===== config.mk =====
export PLATFORM = sky130hd
export DESIGN_NAME = spm_seq_mult
export DESIGN_NICKNAME = d
export VERILOG_FILES = /design/src/rtl/spm_pkg.sv /design/src/rtl/spm_cs_stage.sv /design/src/rtl/spm_seq_mult.sv
export SDC_FILE = /design/constraint.sdc
export NUM_CORES = 1
export LEC_CHECK = 0
export CAP_MARGIN = 15
export CORE_UTILIZATION = 40
export CTS_CLUSTER_DIAMETER = 40
export DETAILED_ROUTE_END_ITERATION = 8
export HOLD_SLACK_MARGIN = 0.1
export PLACE_DENSITY_LB_ADDON = 0.1
export SYNTH_ARGS = -nofsm -noshare
export SYNTH_HDL_FRONTEND = slang
export SYNTH_SLANG_ARGS = --single-unit
export TNS_END_PERCENT = 1

===== constraint.sdc =====
create_clock -name clk -period 1.83 [get_ports clk]
set_clock_uncertainty 0.2 [all_clocks]
set_input_delay 0.2745 -clock clk [delete_from_list [all_inputs] [get_ports clk]]
set_output_delay 0.2745 -clock clk [all_outputs]
set_load 0.05 [all_outputs]

===== src/rtl/spm_pkg.sv =====
// Shared types and helpers for the serial-parallel multiplier (spm_seq_mult).
package spm_pkg;

   typedef enum logic [1:0] {
      ST_IDLE = 2'd0,
      ST_RUN  = 2'd1,
      ST_DONE = 2'd2
   } spm_state_e;

   // Number of bits needed to count 0..n-1; called with n = PW+1.
   function automatic int spm_clog2(input int n);
      int w;
      w = 32'sd0;
      for (int v = n - 32'sd1; v > 32'sd0; v = v >>> 32'sd1) begin
         w = w + 32'sd1;
      end
      return w;
   endfunction

endpackage


===== src/rtl/spm_cs_stage.sv =====
// One carry-save stage of the serial-parallel multiplier chain: a full adder
// folding x_bit & y_bit into the sum handed down from the stage above.
module spm_cs_stage
   import spm_pkg::*;
(
   input  logic clk,
   input  logic rst_n,
   input  logic clr,
   input  logic en,
   input  logic x_bit,
   input  logic y_bit,
   input  logic sum_in,
   output logic sum_q
);

   logic sum_r;
   logic carry_r;
   logic pp_s;
   logic fa_sum_s;
   logic fa_carry_s;

   assign pp_s       = x_bit & y_bit;
   assign fa_sum_s   = pp_s ^ sum_in ^ carry_r;
   assign fa_carry_s = (pp_s & sum_in) | (pp_s & carry_r) | (sum_in & carry_r);
   assign sum_q      = sum_r;

   // Sum/carry state: cleared when a new operation is accepted, advanced in RUN.
   always_ff @(posedge clk or negedge rst_n) begin
      if (!rst_n) begin
         sum_r   <= 1'b0;
         carry_r <= 1'b0;
      end else if (clr) begin
         sum_r   <= 1'b0;
         carry_r <= 1'b0;
      end else if (en) begin
         sum_r   <= fa_sum_s;
         carry_r <= fa_carry_s;
      end
   end

endmodule


===== src/rtl/spm_seq_mult.sv =====
// Serial-parallel multiplier: X loaded in parallel, Y streamed LSB-first through a
// carry-save chain, product collected into a result register. Define SPM_ACC_EN for the accumulator.
module spm_seq_mult
   import spm_pkg::*;
#(
   parameter int XW    = 8,
   parameter int YW    = 8,
   parameter int GUARD = 4,
   localparam int PW   = XW + YW,
`ifdef SPM_ACC_EN
   localparam int OW   = PW + GUARD
`else
   // GUARD only widens the output when the accumulator is built.
   localparam int OW   = PW + (GUARD - GUARD)
`endif
) (
   input  logic          clk,
   input  logic          rst_n,
   input  logic          in_valid,
   output logic          in_ready,
   input  logic [XW-1:0] in_x,
   input  logic [YW-1:0] in_y,
   input  logic          in_signed,
`ifdef SPM_ACC_EN
   input  logic          in_acc,
`endif
   output logic          out_valid,
   input  logic          out_ready,
   output logic [OW-1:0] out_p
);

   localparam int            CW       = spm_clog2(PW + 32'sd1);
   localparam logic [CW-1:0] CNT_LAST = CW'(PW - 32'sd1);

   spm_state_e    state_r;
   logic [CW-1:0] cnt_r;
   logic [PW-1:0] x_r;
   logic [PW-1:0] y_r;
   logic [PW-2:0] res_r;
   logic          in_ready_r;
   logic          out_valid_r;
   logic [OW-1:0] out_p_r;

   logic          accept_s;
   logic          run_s;
   logic          load_s;
   logic [PW-1:0] x_ext_s;
   logic [PW-1:0] y_ext_s;
   logic [PW-1:0] prod_s;
   logic [OW-1:0] result_s;
   logic [PW:0]   sum_chain_s;

   assign accept_s = (state_r == ST_IDLE) && in_valid && in_ready_r;
   assign run_s    = (state_r == ST_RUN);
   assign load_s   = (state_r == ST_DONE) && !out_valid_r;
   assign x_ext_s  = {{(PW-XW){in_signed & in_x[XW-1]}}, in_x};
   assign y_ext_s  = {{(PW-YW){in_signed & in_y[YW-1]}}, in_y};

   // The last product bit is still in stage 0 when DONE is entered; it joins here.
   assign prod_s   = {sum_chain_s[0], res_r};

   assign sum_chain_s[PW] = 1'b0;
   for (genvar i = 0; i < PW; i++) begin : g_stage
      spm_cs_stage u_stage (
         .clk    (clk),
         .rst_n  (rst_n),
         .clr    (accept_s),
         .en     (run_s),
         .x_bit  (x_r[i]),
         .y_bit  (y_r[0]),
         .sum_in (sum_chain_s[i+1]),
         .sum_q  (sum_chain_s[i])
      );
   end

`ifdef SPM_ACC_EN
   logic          signed_r;
   logic          acc_en_r;
   logic [OW-1:0] acc_r;
   logic [OW-1:0] prod_ext_s;

   assign prod_ext_s = {{(OW-PW){signed_r & prod_s[PW-1]}}, prod_s};
   assign result_s   = (acc_en_r ? acc_r : {OW{1'b0}}) + prod_ext_s;

   // Accumulate mode latches with the operands; each finished product folds into acc_r.
   always_ff @(posedge clk or negedge rst_n) begin
      if (!rst_n) begin
         signed_r <= 1'b0;
         acc_en_r <= 1'b0;
         acc_r    <= {OW{1'b0}};
      end else if (accept_s) begin
         signed_r <= in_signed;
         acc_en_r <= in_acc;
      end else if (load_s) begin
         acc_r    <= result_s;
      end
   end
`else
   assign result_s = prod_s;
`endif

   // Control FSM, operand/stream registers and registered handshake outputs.
   always_ff @(posedge clk or negedge rst_n) begin
      if (!rst_n) begin
         state_r     <= ST_IDLE;
         cnt_r       <= {CW{1'b0}};
         x_r         <= {PW{1'b0}};
         y_r         <= {PW{1'b0}};
         res_r       <= {(PW-1){1'b0}};
         in_ready_r  <= 1'b1;
         out_valid_r <= 1'b0;
         out_p_r     <= {OW{1'b0}};
      end else begin
         case (state_r)
            ST_IDLE: begin
               if (accept_s) begin
                  state_r    <= ST_RUN;
                  cnt_r      <= {CW{1'b0}};
                  x_r        <= x_ext_s;
                  y_r        <= y_ext_s;
                  res_r      <= {(PW-1){1'b0}};
                  in_ready_r <= 1'b0;
               end
            end
            ST_RUN: begin
               // Upper y_r bits already hold the extension, so the stream needs no mode test.
               y_r   <= {y_r[PW-1], y_r[PW-1:1]};
               res_r <= {sum_chain_s[0], res_r[PW-2:1]};
               if (cnt_r == CNT_LAST) begin
                  state_r <= ST_DONE;
                  cnt_r   <= {CW{1'b0}};
               end else begin
                  cnt_r   <= cnt_r + CW'(1'b1);
               end
            end
            ST_DONE: begin
               if (load_s) begin
                  out_valid_r <= 1'b1;
                  out_p_r     <= result_s;
               end else if (out_ready) begin
                  out_valid_r <= 1'b0;
                  state_r     <= ST_IDLE;
                  in_ready_r  <= 1'b1;
               end
            end
            default: begin
               state_r     <= ST_IDLE;
               cnt_r       <= {CW{1'b0}};
               in_ready_r  <= 1'b1;
               out_valid_r <= 1'b0;
            end
         endcase
      end
   end

   assign in_ready  = in_ready_r;
   assign out_valid = out_valid_r;
   assign out_p     = out_p_r;

endmodule


==> results of run 1 <==
[cell families (layout without fill, tap and decap cells)]
family | count (synthesis) | count (layout) | synth area share (%)
simple gates | 97 | 97 | 10.0
buf+inv | 59 | 112 | 7.00
flops | 97 | 97 | 55.9
mux | 25 | 25 | 6.48
compound gates | 88 | 88 | 13.1
fa+ha+maj | 17 | 17 | 7.49
[worst reg2reg max path, stage by stage, from the launching register on]
cell	delay, ps
dfstp_2	560
nor4bb_4	320
buf_4	200
mux2_2	320
[metal layers]
layer  part of all wire [%]  GRT usage, %  vias up
met3                    3.2          4.05       11
met1                     50          22.0     1387
met5                      0             0        -
met2                     45          22.5       50
li1                       -             -     1390
met4                    1.5          6.25        0
[how the worst max path moves through the flow]
stage          slack [ps]                  endpoint  cells after the start      from
2_1_floorplan           2                    x_r[0]                      3  in_ready
3_3_place_gp         -180                    x_r[2]                      4  in_valid
3_5_place_dp         -210  g_stage[1].u_stage.sum_q                      5  in_valid
4_1_cts                90                    x_r[7]                      3  in_ready
5_1_grt                30                  res_r[8]                      4  in_ready
6_report              110                    x_r[7]                      3  in_ready
[placed cells by master, fill, tap and decap left out, types with 2 or more instances in the layout]
master | Yosys | final
dfrtp_1 | 96 | 96
o21ai_0 | 28 | 28
and2_1 | 3 | 2
o22ai_1 | 32 | 32
a21oi_1 | 2 | 2
mux2_2 | 19 | 19
a221o_1 | 7 | 7
a22o_1 | 2 | 2
mux2_1 | 6 | 6
inv_6 | 0 | 3
o21a_1 | 4 | 4
inv_1 | 33 | 32
fa_1 | 15 | 15
ha_1 | 2 | 2
clkdlybuf4s50_1 | 0 | 19
a22oi_1 | 8 | 8
clkinv_2 | 0 | 2
nand2_1 | 80 | 80
buf_4 | 3 | 35
buf_12 | 0 | 8
nand3_1 | 3 | 3
clkbuf_8 | 0 | 9
[state kept, by name, indices dropped and copies added (netlist names)]
| name | cells |
|---|---|
| g_stage.u_stage.carry_r | 16 |
| cnt_r | 5 |
| g_stage.u_stage.sum_q | 16 |
| out_valid | 1 |
| x_r | 9 |
| res_r | 15 |
| in_ready | 1 |
| out_p | 16 |
| y_r | 16 |
| state_r | 2 |
[area by class of cell]
| type | instances | area [µm²] |
|---|---|---|
| flip-flops and latches | 97 | 2430 |
| clock inverters | 7 | 75.1 |
| well taps | 136 | 170 |
| inverters | 33 | 128 |
| multi-input cells | 227 | 1620 |
| repair buffers | 63 | 623 |
| clock buffers | 9 | 124 |
| fillers | 936 | 5250 |
[what timing repair did]
action | in CTS | in global routing
buffers inserted | 0 | 0
hold buffers | 1 | 0
hold endpoints to repair | 96 | 0
[metrics by stage]
step	hold WS, ps	worst slack (ps)	total power (µW)	setup TNS (ps)	utilization [%]
6_report	175	111	7730	0	49.6
4_1_cts	179	90.7	7850	0	49.6
2_1_floorplan	-221	2.05	5430	0	-
5_1_grt	179	27.4	8330	0	49.6
3_5_place_dp	51.5	-208	6400	-11330	47.6
3_3_place_gp	48.6	-180	6320	-9890	47.6
[power by group]
group / switching, µW / total [µW] / internal, µW
clock: 779 / 1420 / 645
sequential: 457 / 3340 / 2880
combinational: 1720 / 2960 / 1240
==> run metrics, run 1 <==
Setup-failing EPs final 0; post-route insts no fill 572; I/O Buffers 38; Rows 37; Inserted Clock Buffers 9; die area 11,300 µm²; syn nets 421; WL/cell 13.4 µm; clk root buf clkbuf_8; Overflow after GRT 0; Post-Syn Instances 383; synthesis-stage register bit count 97; post-cts resize count 0; worst reg-to-reg setup slack 110 ps; largest net degree at the start of global routing 60; fin nets 469; DP HPWL 5.35 mm; Mapped Avg Cell Area 11.3 µm²; Max FO, Critical Path 4; First-pass DRT Iterations 4; synthesized area 4340 µm²; fin. max-slew vios 0; Initial Utilization 41.7%; area share of the largest cell type after synthesis 55.3%; critical path required time 1880 ps; R2R cell count 3; Final min period 1720 ps; # H-tree levels 3; CTS tree done; WL final 7.68 mm; # IOs 39; unrepaired setup endpoints after global routing false; clock sinks 97; Fin. Hold Viols 0; DRC 0; static leakage 0.00225 µW; Ant. Diodes 0; post-route cell area 5170 µm²; cell taking the most area after synthesis dfrtp_1; clock-pin slew on the worst setup and hold paths 90 ps; post-synthesis cell type count 37; Final Cycle Share 93.9%; Ys Warns 0; max cap viols 0; Worst Path Buf+Inv 1; first-pass GRT wire length 13.6 mm; die height 106 µm; GP Congestion 0.759; CP delay by family, top flip-flops; Area Overhead vs Synth 19.0%; FMAX 0.582 GHz; Via density 4.96; vias in the first global route 2,740; Startpoint Class flop; core area 10,400 µm²; HP Class in -> async; slowest CP cell dfstp_2; Peak VDD IR 0.808 mV; Worst Tran Pin Value 413 ps; Synth async-reset ratio 100%; Critical Path Max Stage Delay 560 ps; Crit. End Element flop; All-Layer GR Usage 15.5%; Pwr per Cell Area 1500 nW/µm²; antenna violations before repair 0; drt first-iter violations 102; post-synthesis sequential area ratio 55.9%; Crit Path Class reg -> reg; status completed; # placed instances 555; r2r startpoint in_ready; top cells by count, synth dfrtp_1 (96), nand2_1 (80), inv_1 (33); count leader, synth dfrtp_1; RR Endpoint x_r[7]; crit-path cells nor4bb_4, buf_4, mux2_2; Post-synth EDFFs 0; die span in x 106 µm; Worst EP arrival 1770 ps; Post-synth top flop dfrtp_1; worst-skew pair later-pin latency 370 ps; Rel. slew slack 72.5%; largest cells by area after synthesis dfrtp_1 (55%), fa_1 (6.9%), nand2_1 (6.9%); antenna-violating nets left 0; Post-DP Area 4960 µm²; Bufs on Longest Clock Path 2; Via Count 2,838; layout cells sized above 1 20.0%
(Power assumes the default switching activity.)
==> inputs of run 2 (changes only) <==
- ABC_CLOCK_PERIOD_IN_PS: default -> 1830
==> results of run 2 <==
Final layout, timing and power as in run 1 (identical DEF).
